`src/rtl/gf_mul_pkg.sv`:
```
// Shared types and constants for the time-shared GF(2^16) Karatsuba multiplier.
package gf_mul_pkg;

  localparam int W  = 16;  // field element width
  localparam int H  = 8;   // half width, operand width of the shared core
  localparam int PW = 31;  // width of the unreduced 16x16 carry-less product

  // Low 16 bits of x^16 + x^12 + x^3 + x + 1; the x^16 term is implicit.
  localparam logic [W-1:0] GF16_POLY_DEFAULT = 16'h100B;

  typedef enum logic [2:0] {
    IDLE   = 3'd0,
    MUL_LL = 3'd1,
    MUL_HH = 3'd2,
    MUL_MM = 3'd3,
    REDUCE = 3'd4,
    DONE   = 3'd5
  } state_t;

  // Fold bits 30..16 of a carry-less product back into the low 16 bits.
  // Top-down order matters: each fold only lands on bits below the one cleared.
  function automatic logic [W-1:0] gf_reduce(input logic [PW-1:0] p,
                                             input logic [W-1:0]  poly);
    logic [PW-1:0] w;
    w = p;
    for (int k = PW - 1; k >= W; k--) begin
      if (w[k]) begin
        w    = w ^ ({15'd0, poly} << (k - W));
        w[k] = 1'b0;
      end else begin
        w = w;
      end
    end
    return w[W-1:0];
  endfunction

endpackage

```
`src/rtl/gf16_kara_mul_seq_clmul8.sv`:
```
// Combinational 8x8 carry-less multiplier: p[k] = XOR of a[i]&b[j] over i+j=k.
module clmul8
  import gf_mul_pkg::*;
(
  input  logic [H-1:0]   a,
  input  logic [H-1:0]   b,
  output logic [2*H-2:0] p
);

  // Accumulate every partial-product bit into its output column with XOR.
  always_comb begin
    p = '0;
    for (int i = 0; i < H; i++) begin
      for (int j = 0; j < H; j++) begin
        p[i+j] = p[i+j] ^ (a[i] & b[j]);
      end
    end
  end

endmodule

```
`src/rtl/gf16_kara_mul_seq.sv`:
```
// Sequenced GF(2^16) multiplier: one shared 8x8 carry-less core applied to the
// LL, HH and MM Karatsuba terms over three cycles, then a one-cycle reduction.
module gf16_kara_mul_seq
  import gf_mul_pkg::*;
#(
  parameter logic [W-1:0] POLY    = GF16_POLY_DEFAULT,
  parameter bit           RAW_OUT = 1'b1
) (
  input  logic          clk,
  input  logic          rst_n,
  input  logic          in_valid,
  output logic          in_ready,
  input  logic [W-1:0]  in_a,
  input  logic [W-1:0]  in_b,
  output logic          out_valid,
  input  logic          out_ready,
  output logic [W-1:0]  out_y,
  output logic [PW-1:0] out_raw,
  output logic          busy
);

  state_t          state_r;
  state_t          state_s;
  logic [W-1:0]    a_r;
  logic [W-1:0]    b_r;
  logic [2*H-2:0]  ll_r;
  logic [2*H-2:0]  hh_r;
  logic [PW-1:0]   p_r;
  logic [W-1:0]    y_r;
  logic [PW-1:0]   raw_r;
  logic [H-1:0]    core_a_s;
  logic [H-1:0]    core_b_s;
  logic [2*H-2:0]  core_p_s;
  logic [PW-1:0]   p_next_s;

  clmul8 u_core (
    .a (core_a_s),
    .b (core_b_s),
    .p (core_p_s)
  );

  // State register; reset aborts any operation in flight.
  always_ff @(posedge clk or negedge rst_n) begin
    if (!rst_n) begin
      state_r <= IDLE;
    end else begin
      state_r <= state_s;
    end
  end

  // Next-state logic: fixed walk through the three products and the reduction.
  always_comb begin
    state_s = state_r;
    case (state_r)
      IDLE: begin
        if (in_valid) begin
          state_s = MUL_LL;
        end else begin
          state_s = IDLE;
        end
      end
      MUL_LL: state_s = MUL_HH;
      MUL_HH: state_s = MUL_MM;
      MUL_MM: state_s = REDUCE;
      REDUCE: state_s = DONE;
      DONE: begin
        if (out_ready) begin
          state_s = IDLE;
        end else begin
          state_s = DONE;
        end
      end
      default: state_s = IDLE;
    endcase
  end

  // Steer the shared core onto the operand halves needed by the current state.
  always_comb begin
    core_a_s = '0;
    core_b_s = '0;
    case (state_r)
      MUL_LL: begin
        core_a_s = a_r[H-1:0];
        core_b_s = b_r[H-1:0];
      end
      MUL_HH: begin
        core_a_s = a_r[W-1:H];
        core_b_s = b_r[W-1:H];
      end
      MUL_MM: begin
        core_a_s = a_r[H-1:0] ^ a_r[W-1:H];
        core_b_s = b_r[H-1:0] ^ b_r[W-1:H];
      end
      default: begin
        core_a_s = '0;
        core_b_s = '0;
      end
    endcase
  end

  // Karatsuba recombination; the middle term is MM with LL and HH cancelled out.
  always_comb begin
    p_next_s = {hh_r, 16'd0}
             ^ {8'd0, (core_p_s ^ ll_r ^ hh_r), 8'd0}
             ^ {16'd0, ll_r};
  end

  // Datapath registers: capture operands, partial products, product and result.
  always_ff @(posedge clk or negedge rst_n) begin
    if (!rst_n) begin
      a_r   <= '0;
      b_r   <= '0;
      ll_r  <= '0;
      hh_r  <= '0;
      p_r   <= '0;
      y_r   <= '0;
      raw_r <= '0;
    end else begin
      case (state_r)
        IDLE: begin
          if (in_valid) begin
            a_r <= in_a;
            b_r <= in_b;
          end else begin
            a_r <= a_r;
            b_r <= b_r;
          end
        end
        MUL_LL: ll_r <= core_p_s;
        MUL_HH: hh_r <= core_p_s;
        MUL_MM: p_r  <= p_next_s;
        REDUCE: begin
          y_r   <= gf_reduce(p_r, POLY);
          raw_r <= p_r;
        end
        default: begin
          y_r   <= y_r;
          raw_r <= raw_r;
        end
      endcase
    end
  end

  assign in_ready  = (state_r == IDLE);
  assign busy      = (state_r != IDLE);
  assign out_valid = (state_r == DONE);
  assign out_y     = y_r;

  generate
    if (RAW_OUT) begin : g_raw
      assign out_raw = raw_r;
    end else begin : g_no_raw
      assign out_raw = '0;
    end
  endgenerate

endmodule

```
`config.mk`:
```
export PLATFORM = sky130hd
export DESIGN_NAME = gf16_kara_mul_seq
export DESIGN_NICKNAME = d
export VERILOG_FILES = /design/src/rtl/gf_mul_pkg.sv /design/src/rtl/gf16_kara_mul_seq_clmul8.sv /design/src/rtl/gf16_kara_mul_seq.sv
export SDC_FILE = /design/constraint.sdc
export NUM_CORES = 1
export LEC_CHECK = 0
export ABC_CLOCK_PERIOD_IN_PS = 2300
export CAP_MARGIN = 20
export CORE_UTILIZATION = 51
export DETAILED_ROUTE_END_ITERATION = 6
export PLACE_DENSITY = 0.77
export SLEW_MARGIN = 20
export SYNTH_ARGS = -nofsm -noshare
export SYNTH_HDL_FRONTEND = slang
export SYNTH_SLANG_ARGS = --single-unit
```
`constraint.sdc`:
```
create_clock -name clk -period 2.3 [get_ports clk]
set_input_delay 0.46 -clock clk [delete_from_list [all_inputs] [get_ports clk]]
set_output_delay 0.46 -clock clk [all_outputs]
set_load 0.01 [all_outputs]
```
==> qor.txt, run 1 <==
DR WL/cell: 15.6 um
Post-Synthesis Cell Area: 0.00743 mm2
largest family of logic cells by synthesized area: XOR/XNOR gates
first-pass GRT wire length: 27,100 um
Setup TNS: -0.0176 ns
outcome: finished, violations left
CTS tree: done
Final Setup Violations: 1
Post-Syn Nets: 757
Yosys warning count: 0
Initial DRC Count: 338
Routed Wire Length: 16,500 um
ratio of cells with drive above 1 in the final layout: 24.4%
HP Class: flip-flop to flip-flop
power share of the clock group: 13.1%
DP Cell Count: 998
H-tree depth: 4
crit path max fanout: 8
Avg Cell Area, Syn: 10.3 um2
leakage dissipation: 4.40 nW
largest net degree at the start of global routing: 66
latest clock arrival within the worst-skew pair: 0.42 ns
cts bufs inserted: 17
Internal: 11.6 mW
XOR/XNOR Fraction of Synth Area: 21.2%
fmax: 431 MHz
die area: 0.0151 mm2
Synth area leader: dfrtp_1
detailed-route via count: 5,467
area share of and/or/nand/nor cells after synthesis: 15.9%
clk_skew: 0.00794 ns
final worst path period share: 101%
switching power: 7.51 mW
CP Data Required Time: 2.64 ns
antenna violations before repair: 0
CP max stage delay: 0.48 ns
Sw Share: 39.3%
CP Data Arrival Time: 2.66 ns
Critical-path top delay cell: xnor3_2
failing checks: negative setup slack
DRT Pass-1 Iters: 4
Synth Flop Type: dfrtp_1
Net count, final: 903
number of global-route vias before repair: 5,336
Yosys reg bits: 143
Worst Slack Setup Final: -0.0176 ns
Core Area: 0.0140 mm2
# IOs: 86
worst vdd rail ir drop: 1.04 mV
final hold viol count: 0
slew margin rel.: 63.8%
Cell Chain, Critical Path: buf_12 > nand2_8 > xor2_4 > buf_6 > nand3_2 > xnor3_1 > xnor3_2 > xnor2_2 > o21ai_1
WHS: 0.476 ns
Final Critical Period: 2.32 ns
R2R Setup Slk: -0.02 ns
top-area cell type share of the netlist area: 48.1%
Non-Filler Instances: 1,058
die span in y: 123 um
initial core utilization: 52.9%
Critical Path End Type: flip-flop
Final Slew Violations: 0
post-synthesis mux area share: 7.42%
Seq pwr share: 23.9%
max_cap viols: 0
Setup CP Type: flip-flop to flip-flop
gr ovfl total: 0
GRT Util Overall: 23.6%
# clock sinks: 143
Area contributors post-synth: dfrtp_1 48%, xnor2_1 12%, nand2_1 9.3%
pwr dens: 1950 mW/mm2
Post-synth top cells: 184 x nand2_1, 143 x dfrtp_1, 99 x xnor2_1, 58 x o21ai_0, 55 x nand3_1
n_diodes: 0
# rows: 43
Worst Tran Pin Value: 0.543 ns
root buf cell: clkbuf_16
Final GP Congestion: 0.927
vias per cell: 5.17
deepest clock path buffer count: 2
port bufs: 85
post-DP HPWL: 11,900 um
Comb pwr share: 63.0%
ANT nets after route: 0
Die Wd: 123 um
Yosys cell types: 34
crit start category: flip-flop
register area share after synthesis: 48.1%
RSZ-0062 raised after global routing: yes
Clock transition at path regs: 0.06 ns
Post-synth EDFFs: 0
Post-route DRC: 0
Area growth, synth to finish: 32.0%
Synth Area in Compound Gates: 4.28%
cells after synthesis: 721
count leader, synth: nand2_1
asr flop ratio synth: 100%
adder-cell share of the synthesized area: 0%
## power by group through the flow
stage | logic (mW) | registers (mW) | clock network [mW]
floorplan | 7.46 | 4.42 | 0
global placement | 10.5 | 4.52 | 0
detailed placement | 10.7 | 4.59 | 0
CTS | 11.2 | 4.56 | 2.56
global route | 13.1 | 4.68 | 2.67
finish | 12.0 | 4.56 | 2.51
## timing repair
action	CTS	global route
endpoints found under the hold margin	39	0
gates resized for setup	21	34
buffers inserted	15	15
setup endpoints to repair	12	17
hold buffers	1	0
pin swaps	15	22
## flip-flops by register name, indices dropped and copies added (netlist names)
name     count
out_raw     31
p_r         31
a_r         16
b_r         16
out_y       16
hh_r        15
ll_r        15
state_r      3
## layer usage
| metal | wire length [um] | GRT usage, % | vias to the layer above |
|---|---|---|---|
| li1 | - | - | 2630 |
| met1 | 7070 | 29.8 | 2644 |
| met2 | 8500 | 40.7 | 162 |
| met3 | 566 | 3.90 | 31 |
| met4 | 418 | 8.77 | 0 |
| met5 | 0 | 0 | - |
## final cells by class
| cell class | count | area (um2) |
|---|---|---|
| inverters | 2 | 7.51 |
| clock buffers | 21 | 480 |
| flip-flops and latches | 143 | 3580 |
| clock inverters | 9 | 61.3 |
| fillers | 1046 | 4230 |
| repair buffers | 168 | 1580 |
| multi-input cells | 535 | 3880 |
| well taps | 180 | 225 |
## metrics by stage
stage                     power, mW  util (%)  setup slack (ns)  instance area [um2]
after global routing           20.4      69.9            -0.102                 9810
final                          19.1      69.9           -0.0176                 9810
after floorplan                11.9         -           0.00267                 7470
after detailed placement       15.3      62.8            -0.140                 8820
after global placement         15.0      62.8           -0.0872                 8820
after CTS                      18.4      68.1           0.00232                 9570
## cells in the final DEF (no fill, tap or decap), drive strengths merged
master,netlist,final
a21oi,1,1
and2,6,6
and3,1,1
buf,14,83
clkbuf,27,23
clkdlybuf4s50,0,81
clkinv,0,3
clkinvlp,0,5
dfrtp,143,143
dlygate4sd2,0,1
dlygate4sd3,0,1
inv,2,3
mux2,49,49
nand2,193,193
nand3,55,55
nand3b,1,1
nor2,4,4
nor3,1,1
nor3b,4,4
o21ai,61,61
o31ai,1,1
or3,2,2
or3b,1,1
xnor2,101,101
xnor3,9,9
xor2,45,45
## worst max-delay path, delay by kind of cell (launching register included)
family / cells / cell delay, ns
DFF: 1 / 0.46
and+or+nand+nor: 2 / 0.13
buffers and inverters: 2 / 0.31
AOI/OAI and AO/OA: 1 / 0.13
xor gates and xnor gates: 4 / 1.21
## final timing paths
check                                    endpoint                   start  depth (start not counted)
setup / recovery              p_r[14]$_DFFE_PN0N_    state_r[0]$_DFF_PN0_                          9
hold / removal             out_raw[2]$_DFFE_PN0P_  out_raw[2]$_DFFE_PN0P_                          2
setup reg to reg              p_r[14]$_DFFE_PN0N_    state_r[0]$_DFF_PN0_                          9
hold reg to reg            out_raw[2]$_DFFE_PN0P_  out_raw[2]$_DFFE_PN0P_                          2
max in group asynchronous     hh_r[7]$_DFFE_PN0N_                   rst_n                          3
min in group asynchronous    out_y[9]$_DFFE_PN0P_                   rst_n                          2
## logic make-up (layout without fill, tap and decap cells)
family	after synthesis	count (layout)
and+or+nand+nor	268	268
xor gates and xnor gates	155	155
DFF	143	143
AOI/OAI and AO/OA	63	63
muxes	49	49
buffers and inverters	43	200
Power figures use the tool's default switching activity.
==> inputs of run 2 (changes only) <==
--- a/config.mk
+++ b/config.mk
@@ -7,10 +7,12 @@
 export LEC_CHECK = 0
 export ABC_CLOCK_PERIOD_IN_PS = 2300
 export CAP_MARGIN = 20
+export CORE_MARGIN = 5
 export CORE_UTILIZATION = 51
 export DETAILED_ROUTE_END_ITERATION = 6
-export PLACE_DENSITY = 0.77
+export PLACE_DENSITY = 0.76
 export SLEW_MARGIN = 20
 export SYNTH_ARGS = -nofsm -noshare
 export SYNTH_HDL_FRONTEND = slang
+export SYNTH_HIERARCHICAL = 1
 export SYNTH_SLANG_ARGS = --single-unit
==> run 2 against run 1 <==
  * The run still ends with negative setup slack left
  * First-iteration DRC count decreased by 31%
  * Setup slack improved by 0.0086 ns
  * Synthesized cell count decreased by 1.8%
  * Clock skew decreased by 0.0024 ns
  * Die area increased by 14%
  * Sequential power decreased by 0.9%
  * Non-clock buffer count decreased by 15
==> qor.txt, run 2 <==
Yosys warning count: 6
Core Area: 0.0145 mm2
die area: 0.0172 mm2
count leader, synth: nand2_1
R2R depth: 12
cts bufs inserted: 17
top-area cell type share of the netlist area: 47.8%
hold depth: 2
ANT nets after route: 0
Seq pwr share: 23.9%
RR Startpoint: state_r[1]$_DFF_PN0_
gr ovfl total: 0
Worst Tran Pin Value: 0.490 ns
Critical Path End Type: flip-flop
# IOs: 86
outcome: finished, violations left
first-pass GRT wire length: 26,800 um
Post-Synthesis Cell Area: 0.00749 mm2
Final Slew Violations: 0
Area contributors post-synth: dfrtp_1 48%, xnor2_1 13%, mux2_2 12%
Synth Flop Type: dfrtp_1
Setup CP Type: flip-flop to flip-flop
Internal: 11.9 mW
post-layout power: 19.0 mW
final worst path period share: 100%
DRT Pass-1 Iters: 4
post-DP HPWL: 11,700 um
CP Data Required Time: 2.59 ns
clk_skew: 0.00558 ns
root buf cell: clkbuf_16
DR WL/cell: 15.6 um
Synth area leader: dfrtp_1
H-tree depth: 4
Post-synth EDFFs: 0
Comb pwr share: 62.4%
fmax: 433 MHz
crit start category: flip-flop
deepest clock path buffer count: 2
switching power: 7.10 mW
initial core utilization: 51.7%
register area share after synthesis: 47.8%
final hold viol count: 0
most common cell after layout, fill and taps aside: nand2_1
Final Critical Period: 2.31 ns
design area: 0.00983 mm2
Post-synth top cells: 219 x nand2_1, 143 x dfrtp_1, 111 x xnor2_1, 78 x mux2_2, 29 x o21ai_0
largest net degree at the start of global routing: 64
Avg Cell Area, Syn: 10.6 um2
detailed-route via count: 5,132
Initial DRC Count: 232
Sw Share: 37.5%
CP max stage delay: 0.48 ns
worst vdd rail ir drop: 0.751 mV
RSZ-0062 raised after global routing: yes
CTS tree: done
hold endpoint: out_raw[25]$_DFFE_PN0P_
Critical-path top delay cell: dfrtp_2
R2R Setup Slk: -0.009 ns
number of global-route vias before repair: 5,367
latest clock arrival within the worst-skew pair: 0.42 ns
WHS: 0.471 ns
final design utilization: 67.9%
port bufs: 85
slew margin rel.: 67.1%
cells after synthesis: 708
ratio of cells with drive above 1 in the final layout: 28.0%
Crit path top cell by count: xnor2_1
pwr dens: 1930 mW/mm2
power share of the clock group: 13.7%
failing checks: negative setup slack
placed instance area: 0.00884 mm2
HP Start: out_raw[25]$_DFFE_PN0P_
vias per cell: 4.99
HP Class: flip-flop to flip-flop
# rows: 44
n_diodes: 0
Cell Chain, Critical Path: buf_12 > nand2_1 > xnor2_1 > nor2_1 > buf_6 > nand2_1 > xor2_1 > xnor2_1 > xnor2_1 > xnor2_1 > xnor2_1 > o21ai_0
crit path max fanout: 7
Worst Slack Setup Final: -0.00900 ns
die span in y: 131 um
Post-route DRC: 0
Area growth, synth to finish: 31.3%
Net count, final: 868
Final GP Congestion: 0.909
Layout fillers: 1,079
Final Setup Violations: 2
Yosys reg bits: 143
Post-Syn Nets: 744
antenna violations before repair: 0
GRT Util Overall: 19.1%
Clock transition at path regs: 0.06 ns
most frequent cells in the layout: 205 x nand2_1, 142 x dfrtp_1, 91 x xnor2_1
max_cap viols: 0
R2R Path End: p_r[12]$_DFFE_PN0N_
leakage dissipation: 4.49 nW
Die Wd: 131 um
asr flop ratio synth: 100%
Routed Wire Length: 16,000 um
CP Data Arrival Time: 2.60 ns
Yosys cell types: 29
# clock sinks: 143
-- run 2: cell count changes after synthesis, moves of 4 or more --
| cell | delta |
|---|---|
| o21ai_0 | -29 |
| xor2_1 | -14 |
| mux2_2 | +32 |
| nand2_1 | +35 |
| clkbuf_1 | -4 |
| nand3_1 | -55 |
| xnor2_1 | +12 |
| nor2_1 | +14 |
| buf_2 | +14 |
| xor2_2 | -5 |
-- run 2: kinds of logic (layout without fill, tap and decap cells) --
family                 after synthesis  count (layout)  synth area share, %
XOR/XNOR                           155             155                 21.9
multiplexers                        78              78                 11.7
AND/OR/NAND/NOR                    251             251                 13.3
buffers and inverters               49             186                 3.11
AO/OA/AOI/OAI                       32              32                 2.19
flip-flops                         143             143                 47.8
-- run 2: stage by stage --
stage,std cells,worst slack (ns),TNS [ns]
final,1029,-0.00900,-0.0158
after global routing,1029,-0.177,-1.47
after CTS,1021,-0.0284,-0.0751
after detailed placement,982,-0.0447,-0.0798
after global placement,982,0.0218,0
after floorplan,708,0.00154,0
-- run 2: timing repair --
action | 4_1_cts | 5_1_grt
cloned | 2 | 1
setup endpoints to repair | 5 | 22
resized for setup | 16 | 49
hold buffers | 1 | 0
endpoints found under the hold margin | 49 | 0
setup buffers | 4 | 8
pin swaps | 13 | 41
-- run 2: layout make-up --
cell class / count / area (um2) / area share [%]
inverter: 1 / 3.75 / 0.0382
timing repair buffer: 153 / 1510 / 15.4
multi-input combinational: 516 / 3950 / 40.1
sequential: 143 / 3580 / 36.4
tap: 184 / 230 / 2.34
clock inverter: 12 / 108 / 1.09
clock buffer: 20 / 457 / 4.64
-- run 2: how the worst max path moves through the flow --
stage,startpoint,to,slack [ns],depth (start not counted)
after floorplan,state_r[1]$_DFF_PN0_,p_r[15]$_DFFE_PN0N_,0.002,13
after global placement,state_r[1]$_DFF_PN0_,p_r[19]$_DFFE_PN0N_,0.02,12
after detailed placement,state_r[1]$_DFF_PN0_,p_r[19]$_DFFE_PN0N_,-0.04,12
after CTS,state_r[1]$_DFF_PN0_,p_r[19]$_DFFE_PN0N_,-0.03,12
after global routing,state_r[1]$_DFF_PN0_,p_r[14]$_DFFE_PN0N_,-0.18,12
final,state_r[1]$_DFF_PN0_,p_r[12]$_DFFE_PN0N_,-0.009,12
-- run 2: critical path: cells and delay by family (launching register included) --
| family | cells | cell delay [ns] |
|---|---|---|
| DFF | 1 | 0.48 |
| buffers and inverters | 2 | 0.32 |
| xor gates and xnor gates | 6 | 1.01 |
| AOI/OAI and AO/OA | 1 | 0.11 |
| and+or+nand+nor | 3 | 0.25 |
-- run 2: power groups by stage --
stage          Combinational, mW  Sequential [mW]  Clock, mW
2_1_floorplan               7.65             4.37          0
3_3_place_gp                10.6             4.47          0
3_5_place_dp                10.8             4.54          0
4_1_cts                     11.2             4.52       2.66
5_1_grt                     12.7             4.67       2.75
6_report                    11.8             4.52       2.60
-- run 2: per-layer routing --
metal	track usage (%)	wire length [um]
met3	4.74	713
met1	23.5	6760
met2	31.7	8150
met5	0	0
met4	8.95	410
